`src/rtl/hub_pkg.sv`:
```
// Shared definitions for hub bus initiators and responders.
//   HUB_AW / HUB_DW : hub byte-address width and data width
//   SZ_BYTE / SZ_WORD / SZ_LONG : access size encodings (bus_s / host_size)
//   hub_state_t     : command FSM states of the host master
//   is_misaligned() : true when a size/address pair cannot go on the bus
package hub_pkg;

    localparam int HUB_AW = 16;
    localparam int HUB_DW = 32;

    localparam logic [1:0] SZ_BYTE = 2'b00;
    localparam logic [1:0] SZ_WORD = 2'b01;
    localparam logic [1:0] SZ_LONG = 2'b10;

    typedef enum logic [1:0] {
        ST_IDLE,
        ST_REQ,
        ST_DONE
    } hub_state_t;

    // Encoding 11 has no meaning on the bus, so it is treated like a
    // misaligned access and rejected before any bus activity.
    function automatic logic is_misaligned(input logic [1:0] size,
                                           input logic [1:0] addr_lo);
        case (size)
            SZ_BYTE: return 1'b0;
            SZ_WORD: return addr_lo[0];
            SZ_LONG: return (addr_lo != 2'b00);
            default: return 1'b1;
        endcase
    endfunction

endpackage

```
`src/rtl/hub_lane.sv`:
```
// Byte-lane steering between a right-justified host value and the hub's
// aligned 32-bit long. Purely combinational.
//   size       : access size (SZ_BYTE / SZ_WORD / SZ_LONG)
//   addr_lo    : low two address bits selecting the lane
//   wdata      : right-justified write data
//   wdata_rep  : write data replicated across all lanes of its size
//   rdata_long : aligned long returned by the hub
//   rdata_ext  : selected lane, zero-extended
module hub_lane
    import hub_pkg::*;
(
    input  logic [1:0]        size,
    input  logic [1:0]        addr_lo,
    input  logic [HUB_DW-1:0] wdata,
    output logic [HUB_DW-1:0] wdata_rep,
    input  logic [HUB_DW-1:0] rdata_long,
    output logic [HUB_DW-1:0] rdata_ext
);

    // Replicating the write value lets the responder pick whichever lane
    // the address points at without needing a shifter of its own.
    always_comb begin
        wdata_rep = wdata;
        rdata_ext = rdata_long;
        case (size)
            SZ_BYTE: begin
                wdata_rep = {4{wdata[7:0]}};
                rdata_ext = {24'h000000, rdata_long[{addr_lo, 3'b000} +: 8]};
            end
            SZ_WORD: begin
                wdata_rep = {2{wdata[15:0]}};
                rdata_ext = {16'h0000, rdata_long[{addr_lo[1], 4'b0000} +: 16]};
            end
            default: begin
                wdata_rep = wdata;
                rdata_ext = rdata_long;
            end
        endcase
    end

endmodule

```
`src/rtl/hub_host_master.sv`:
```
// Hub bus initiator giving an external host read/write access to hub
// memory from an otherwise unused cog slot. One command at a time: the
// command is latched, the request is driven during this slot's bus_sel,
// and completion (with read data or an error) is returned as a one-cycle
// host_done pulse.
//   clk_cog, res      : clock and asynchronous active-high reset
//   ena_bus, bus_sel  : hub phase enable and this slot's one-hot select
//   bus_r/e/w/s/a/d   : request outputs, zero outside an active slot (wired OR)
//   bus_q, bus_ack    : hub read long and acknowledge
//   host_req/we/size/addr/wdata : host command
//   host_busy/done/err/rdata    : host status and read data
module hub_host_master
    import hub_pkg::*;
#(
    parameter int TIMEOUT = 64
) (
    input  logic              clk_cog,
    input  logic              res,
    input  logic              ena_bus,
    input  logic              bus_sel,
    output logic              bus_r,
    output logic              bus_e,
    output logic              bus_w,
    output logic [1:0]        bus_s,
    output logic [HUB_AW-1:0] bus_a,
    output logic [HUB_DW-1:0] bus_d,
    input  logic [HUB_DW-1:0] bus_q,
    input  logic              bus_ack,
    input  logic              host_req,
    input  logic              host_we,
    input  logic [1:0]        host_size,
    input  logic [HUB_AW-1:0] host_addr,
    input  logic [HUB_DW-1:0] host_wdata,
    output logic              host_busy,
    output logic              host_done,
    output logic              host_err,
    output logic [HUB_DW-1:0] host_rdata
);

    localparam int CW = $clog2(TIMEOUT + 1);

    hub_state_t        state_q, state_d;
    logic              we_q, we_d;
    logic [1:0]        size_q, size_d;
    logic [HUB_AW-1:0] addr_q, addr_d;
    logic [HUB_DW-1:0] wdata_q, wdata_d;
    logic [CW-1:0]     cnt_q, cnt_d;
    logic [CW-1:0]     cnt_next;
    logic              err_q, err_d;
    logic [HUB_DW-1:0] cap_q, cap_d;
    logic              busy_q, busy_d;
    logic              done_q, done_d;
    logic              herr_q, herr_d;
    logic [HUB_DW-1:0] rdata_q, rdata_d;

    logic [HUB_DW-1:0] wdata_rep;
    logic [HUB_DW-1:0] rdata_ext;
    logic              bus_active;

    // bus_sel alone marks the slot, so the phase enable carries no extra
    // information for this initiator.
    logic unused_ena_bus;
    assign unused_ena_bus = ena_bus;

    hub_lane u_lane (
        .size       (size_q),
        .addr_lo    (addr_q[1:0]),
        .wdata      (wdata_q),
        .wdata_rep  (wdata_rep),
        .rdata_long (bus_q),
        .rdata_ext  (rdata_ext)
    );

    // Bus outputs are gated combinationally by bus_sel so that nothing but
    // zeros reaches the OR-combined bus outside this slot, and so that a
    // reset removes the request at once.
    assign bus_active = (state_q == ST_REQ) && bus_sel;
    assign bus_r      = bus_active;
    assign bus_e      = 1'b0;
    assign bus_w      = bus_active && we_q;
    assign bus_s      = bus_active ? size_q    : 2'b00;
    assign bus_a      = bus_active ? addr_q    : '0;
    assign bus_d      = bus_active ? wdata_rep : '0;

    assign host_busy  = busy_q;
    assign host_done  = done_q;
    assign host_err   = herr_q;
    assign host_rdata = rdata_q;

    // Command FSM. Read data is captured into cap_q on the acknowledge edge
    // and only moved to host_rdata when host_done is raised, so the host
    // sees data and completion change together. An ack outside the slot is
    // ignored because the request is not on the bus then.
    always_comb begin
        state_d  = state_q;
        we_d     = we_q;
        size_d   = size_q;
        addr_d   = addr_q;
        wdata_d  = wdata_q;
        cnt_d    = cnt_q;
        cnt_next = cnt_q + 1'b1;
        err_d    = err_q;
        cap_d    = cap_q;
        busy_d   = busy_q;
        done_d   = 1'b0;
        herr_d   = 1'b0;
        rdata_d  = rdata_q;

        case (state_q)
            ST_IDLE: begin
                if (host_req) begin
                    we_d    = host_we;
                    size_d  = host_size;
                    addr_d  = host_addr;
                    wdata_d = host_wdata;
                    cnt_d   = '0;
                    busy_d  = 1'b1;
                    if (is_misaligned(host_size, host_addr[1:0])) begin
                        err_d   = 1'b1;
                        state_d = ST_DONE;
                    end else begin
                        err_d   = 1'b0;
                        state_d = ST_REQ;
                    end
                end
            end
            ST_REQ: begin
                if (bus_sel && bus_ack) begin
                    cap_d   = rdata_ext;
                    err_d   = 1'b0;
                    state_d = ST_DONE;
                end else if (cnt_next == CW'(TIMEOUT)) begin
                    err_d   = 1'b1;
                    state_d = ST_DONE;
                end else begin
                    cnt_d = cnt_next;
                end
            end
            ST_DONE: begin
                done_d  = 1'b1;
                herr_d  = err_q;
                busy_d  = 1'b0;
                if (!err_q && !we_q) begin
                    rdata_d = cap_q;
                end
                state_d = ST_IDLE;
            end
            default: begin
                state_d = ST_IDLE;
            end
        endcase
    end

    always_ff @(posedge clk_cog or posedge res) begin
        if (res) begin
            state_q <= ST_IDLE;
            we_q    <= 1'b0;
            size_q  <= 2'b00;
            addr_q  <= '0;
            wdata_q <= '0;
            cnt_q   <= '0;
            err_q   <= 1'b0;
            cap_q   <= '0;
            busy_q  <= 1'b0;
            done_q  <= 1'b0;
            herr_q  <= 1'b0;
            rdata_q <= '0;
        end else begin
            state_q <= state_d;
            we_q    <= we_d;
            size_q  <= size_d;
            addr_q  <= addr_d;
            wdata_q <= wdata_d;
            cnt_q   <= cnt_d;
            err_q   <= err_d;
            cap_q   <= cap_d;
            busy_q  <= busy_d;
            done_q  <= done_d;
            herr_q  <= herr_d;
            rdata_q <= rdata_d;
        end
    end

endmodule

```
`config.mk`:
```
export PLATFORM = sky130hd
export DESIGN_NAME = hub_host_master
export DESIGN_NICKNAME = d
export VERILOG_FILES = /design/src/rtl/hub_pkg.sv /design/src/rtl/hub_lane.sv /design/src/rtl/hub_host_master.sv
export SDC_FILE = /design/constraint.sdc
export NUM_CORES = 1
export LEC_CHECK = 0
export ABC_CLOCK_PERIOD_IN_PS = 8700
export CAP_MARGIN = 20
export CORE_MARGIN = 8
export CORE_UTILIZATION = 45
export CTS_CLUSTER_DIAMETER = 80
export DETAILED_ROUTE_END_ITERATION = 8
export GPL_TIMING_DRIVEN = 0
export PLACE_DENSITY_LB_ADDON = 0.12
export REMOVE_ABC_BUFFERS = 1
export SYNTH_ARGS = -nofsm -noshare
export SYNTH_HDL_FRONTEND = slang
export SYNTH_SLANG_ARGS = --single-unit
```
`constraint.sdc`:
```
create_clock -name clk_cog -period 8.7 [get_ports clk_cog]
set_input_delay 1.305 -clock clk_cog [delete_from_list [all_inputs] [get_ports clk_cog]]
set_output_delay 1.305 -clock clk_cog [all_outputs]
set_load 0.02 [all_outputs]
```
==> flow_summary_export.csv <==
group,metric,value,unit
status,outcome,"finished clean",
routing,viasPerCell,5.45,
timing,fin_crit_sh,0.578,
setup_path,cp.arrival,3.72,ns
timing,setup_violations,0,
power,power_density,347,mW/mm^2
timing,max_freq,199,MHz
floorplanning,die_area,0.0173,sq mm
cts,cts_made_buffers,17,
cells_and_area,final_area,0.00855,sq mm
cells_and_area,syn_to_final_growth,42.9,%
place,postPlaceCellArea,0.00790,sq mm
setup_path,reg2reg_to,"cap_q[15]$_DFFE_PP0P_",
timing,slew_headroom,0.355,
worst_hold_path,hp-class,"register to register",
cells_and_area,drive_above_1_share,0.197,
logic_synthesis,post-synth-top-area-fraction,0.535,
cells_and_area,nNetsFinal,763,
timing,hold_viol,0,
routing,antenna_left,0,
routing,firstDrtPassIters,4,
setup_path,crit_fanout,28,
place,dp_hpwl,11800,um
cts,cts_tree,"built",
setup_path,crit_path_start_kind,"input port",
cts,cts_max_level,4,
place,pre_cts_ws,3.16,ns
routing,post_drt_wl_per_cell,19.9,um
floorplanning,ios,177,
routing,vias,4700,
power,ir_worst_vdd,0.000140,V
floorplanning,fp.coreArea,0.0131,sq mm
global_route,grt_max_degree,82,
cts,cts-resized-gates,0,
logic_synthesis,synth_common_cells,"dfrtp_1 (128), mux2_2 (86), nor2_1 (38), and3_1 (30), a21oi_1 (29)",
cells_and_area,fin_cells,862,
setup_path,r2r_cells,4,
logic_synthesis,synthFlopType,"dfrtp_1",
cts,cts-root-buf,"clkbuf_16",
cts,worstSkewPairLatency,0.41,ns
cts,clockBufferDepth,2,
floorplanning,initial_core_util,0.456,
routing,routed_wl,17200,um
global_route,gr-usage-all-layers,0.201,
place,numPortBuffers,174,
logic_synthesis,synth_edf_count,0,
cts,hold_buffers,0,
floorplanning,rows,42,
global_route,grt-ovfl-total,0,
setup_path,cp-endpoint,"bus_d[8]",
cells_and_area,n_antenna_cell,0,
power,leakage,3.74,nW
logic_synthesis,synth_top_area_cell,"dfrtp_1",
setup_path,end_kind,"primary output",
flow_run,cap_violations,0,
timing,slew_viol_final,0,
logic_synthesis,async_flop_share,1.00,
cts,post_cts_buffers,0,
setup_path,crit_start,"bus_sel",
logic_synthesis,syn_area_per_cell,11.8,sq um
routing,drc,0,
global_route,grt_pass1_wl,27800,um
place,place_inst,829,
timing,fin_crit,5.03,ns
logic_synthesis,ys_types,46,
logic_synthesis,yosysSeqAreaShare,0.535,
floorplanning,die_y,131,um
logic_synthesis,synthCells,506,
timing,fin_ws,3.67,ns
timing,rsz0062_at_grt,"no",
logic_synthesis,yosys.cell_count.top_type,"dfrtp_1",
timing,skew,0.00967,ns
setup_path,critPathRequiredTime,7.39,ns
routing,drt_iter0_markers,368,
logic_synthesis,yosysWarnings,0,
setup_path,reg2reg_slack,5.61,ns
floorplanning,die_w,131,um
setup_path,r2r-start,"state_q[0]$_DFFE_PP0P_",
timing,fin_setup_tns,0,ns
place,gp_congestion,0.843,
cts,cts.sinks,128,
logic_synthesis,syn_area,0.00599,sq mm
cts,path_clk_slew,0.06,ns
global_route,antenna_found_initial,0,
timing,tightestPinTransition,0.968,ns
logic_synthesis,synth_area_leaders,"dfrtp_1 (54%), mux2_2 (16%), mux2i_1 (3.7%), a22o_1 (3.4%), and3_1 (3.1%)",
logic_synthesis,ys_ff_latch,128,
global_route,grt_pass1_vias,5171,
setup_path,crit_type,"input port to primary output",
[registers in the layout (all words and copies together) (netlist names), 2 cells and up]
register and cells:
cnt_q 7, state_q 2, host_rdata 32, size_q 2, addr_q 16, wdata_q 32
cap_q 32
[critical path, cell delays in order]
cell and delay (ns):
clkdlybuf4s50_1 0.83, buf_8 0.24, nand2_2 0.36, a21oi_1 0.32
clkdlybuf4s50_1 0.66
[metal layers]
layer / global-route usage / vias up / part of all wire
met5: 0 / - / 0
met4: 0.0721 / 0 / 0.017
met3: 0.0865 / 23 / 0.090
met2: 0.320 / 182 / 0.47
met1: 0.237 / 2338 / 0.42
li1: - / 2157 / -
[cell families (layout without fill, tap and decap cells)]
group,after synthesis,after routing,share of synthesized area
adder cells (fa/ha/maj),1,1,0.00209
AND/OR/NAND/NOR,124,124,0.109
other,1,1,0.000626
multiplexers,111,111,0.204
buffers and inverters,42,222,0.0349
AO/OA/AOI/OAI,99,99,0.114
flip-flops,128,128,0.535
[cells in the final DEF (no fill, tap or decap), types with 4 or more instances in the layout]
cell type        Yosys  final
clkdlybuf4s50_1      0    174
inv_1                7      6
a21oi_1             29     29
nand2_1             22     22
dfrtp_1            128    127
a22o_1              23     23
mux2_2              86     86
nor2_1              38     38
mux2i_1             22     22
buf_6                3      4
inv_6                0      5
and3_1              30     30
o21bai_1             4      4
clkbuf_16            0     17
o21ai_0             19     19
buf_8                0      4
bufinv_16            0      4
a222oi_1             4      4
a221o_1              8      8
nor2b_1              9      9
[final cells by class]
class | instances | area, sq um
multi-input combinational | 336 | 2580
clock buffer | 18 | 439
clock inverter | 14 | 204
tap | 176 | 220
timing repair buffer | 183 | 1870
fill | 1021 | 4580
inverter | 7 | 31.3
sequential | 128 | 3200
[power by group]
part	internal, mW	switching [mW]	leakage [nW]	total, mW
combinational	0.598	0.501	1.84	1.10
clock	0.492	0.277	0.304	0.769
sequential	0.863	0.233	1.60	1.10
[worst min path at each step]
stage / startpoint / endpoint / slack, ns / cells after the start
6_report: cap_q[5]$_DFFE_PP0P_ / cap_q[5]$_DFFE_PP0P_ / 0.48 / 2
5_1_grt: cap_q[5]$_DFFE_PP0P_ / cap_q[5]$_DFFE_PP0P_ / 0.50 / 2
4_1_cts: cap_q[3]$_DFFE_PP0P_ / cap_q[3]$_DFFE_PP0P_ / 0.49 / 2
3_5_place_dp: cap_q[7]$_DFFE_PP0P_ / cap_q[7]$_DFFE_PP0P_ / 0.47 / 2
3_3_place_gp: cap_q[5]$_DFFE_PP0P_ / cap_q[5]$_DFFE_PP0P_ / 0.46 / 2
2_1_floorplan: cap_q[1]$_DFFE_PP0P_ / cap_q[1]$_DFFE_PP0P_ / 0.44 / 2
[through the flow]
| stage | util | hold WS (ns) | power, mW |
|---|---|---|---|
| finish | 0.651 | 0.484 | 2.96 |
| global route | 0.651 | 0.500 | 3.14 |
| CTS | 0.650 | 0.490 | 2.99 |
| detailed placement | 0.601 | 0.475 | 2.21 |
| global placement | 0.591 | 0.461 | 2.16 |
| floorplan | - | 0.444 | 1.74 |
(Power assumes the default switching activity.)
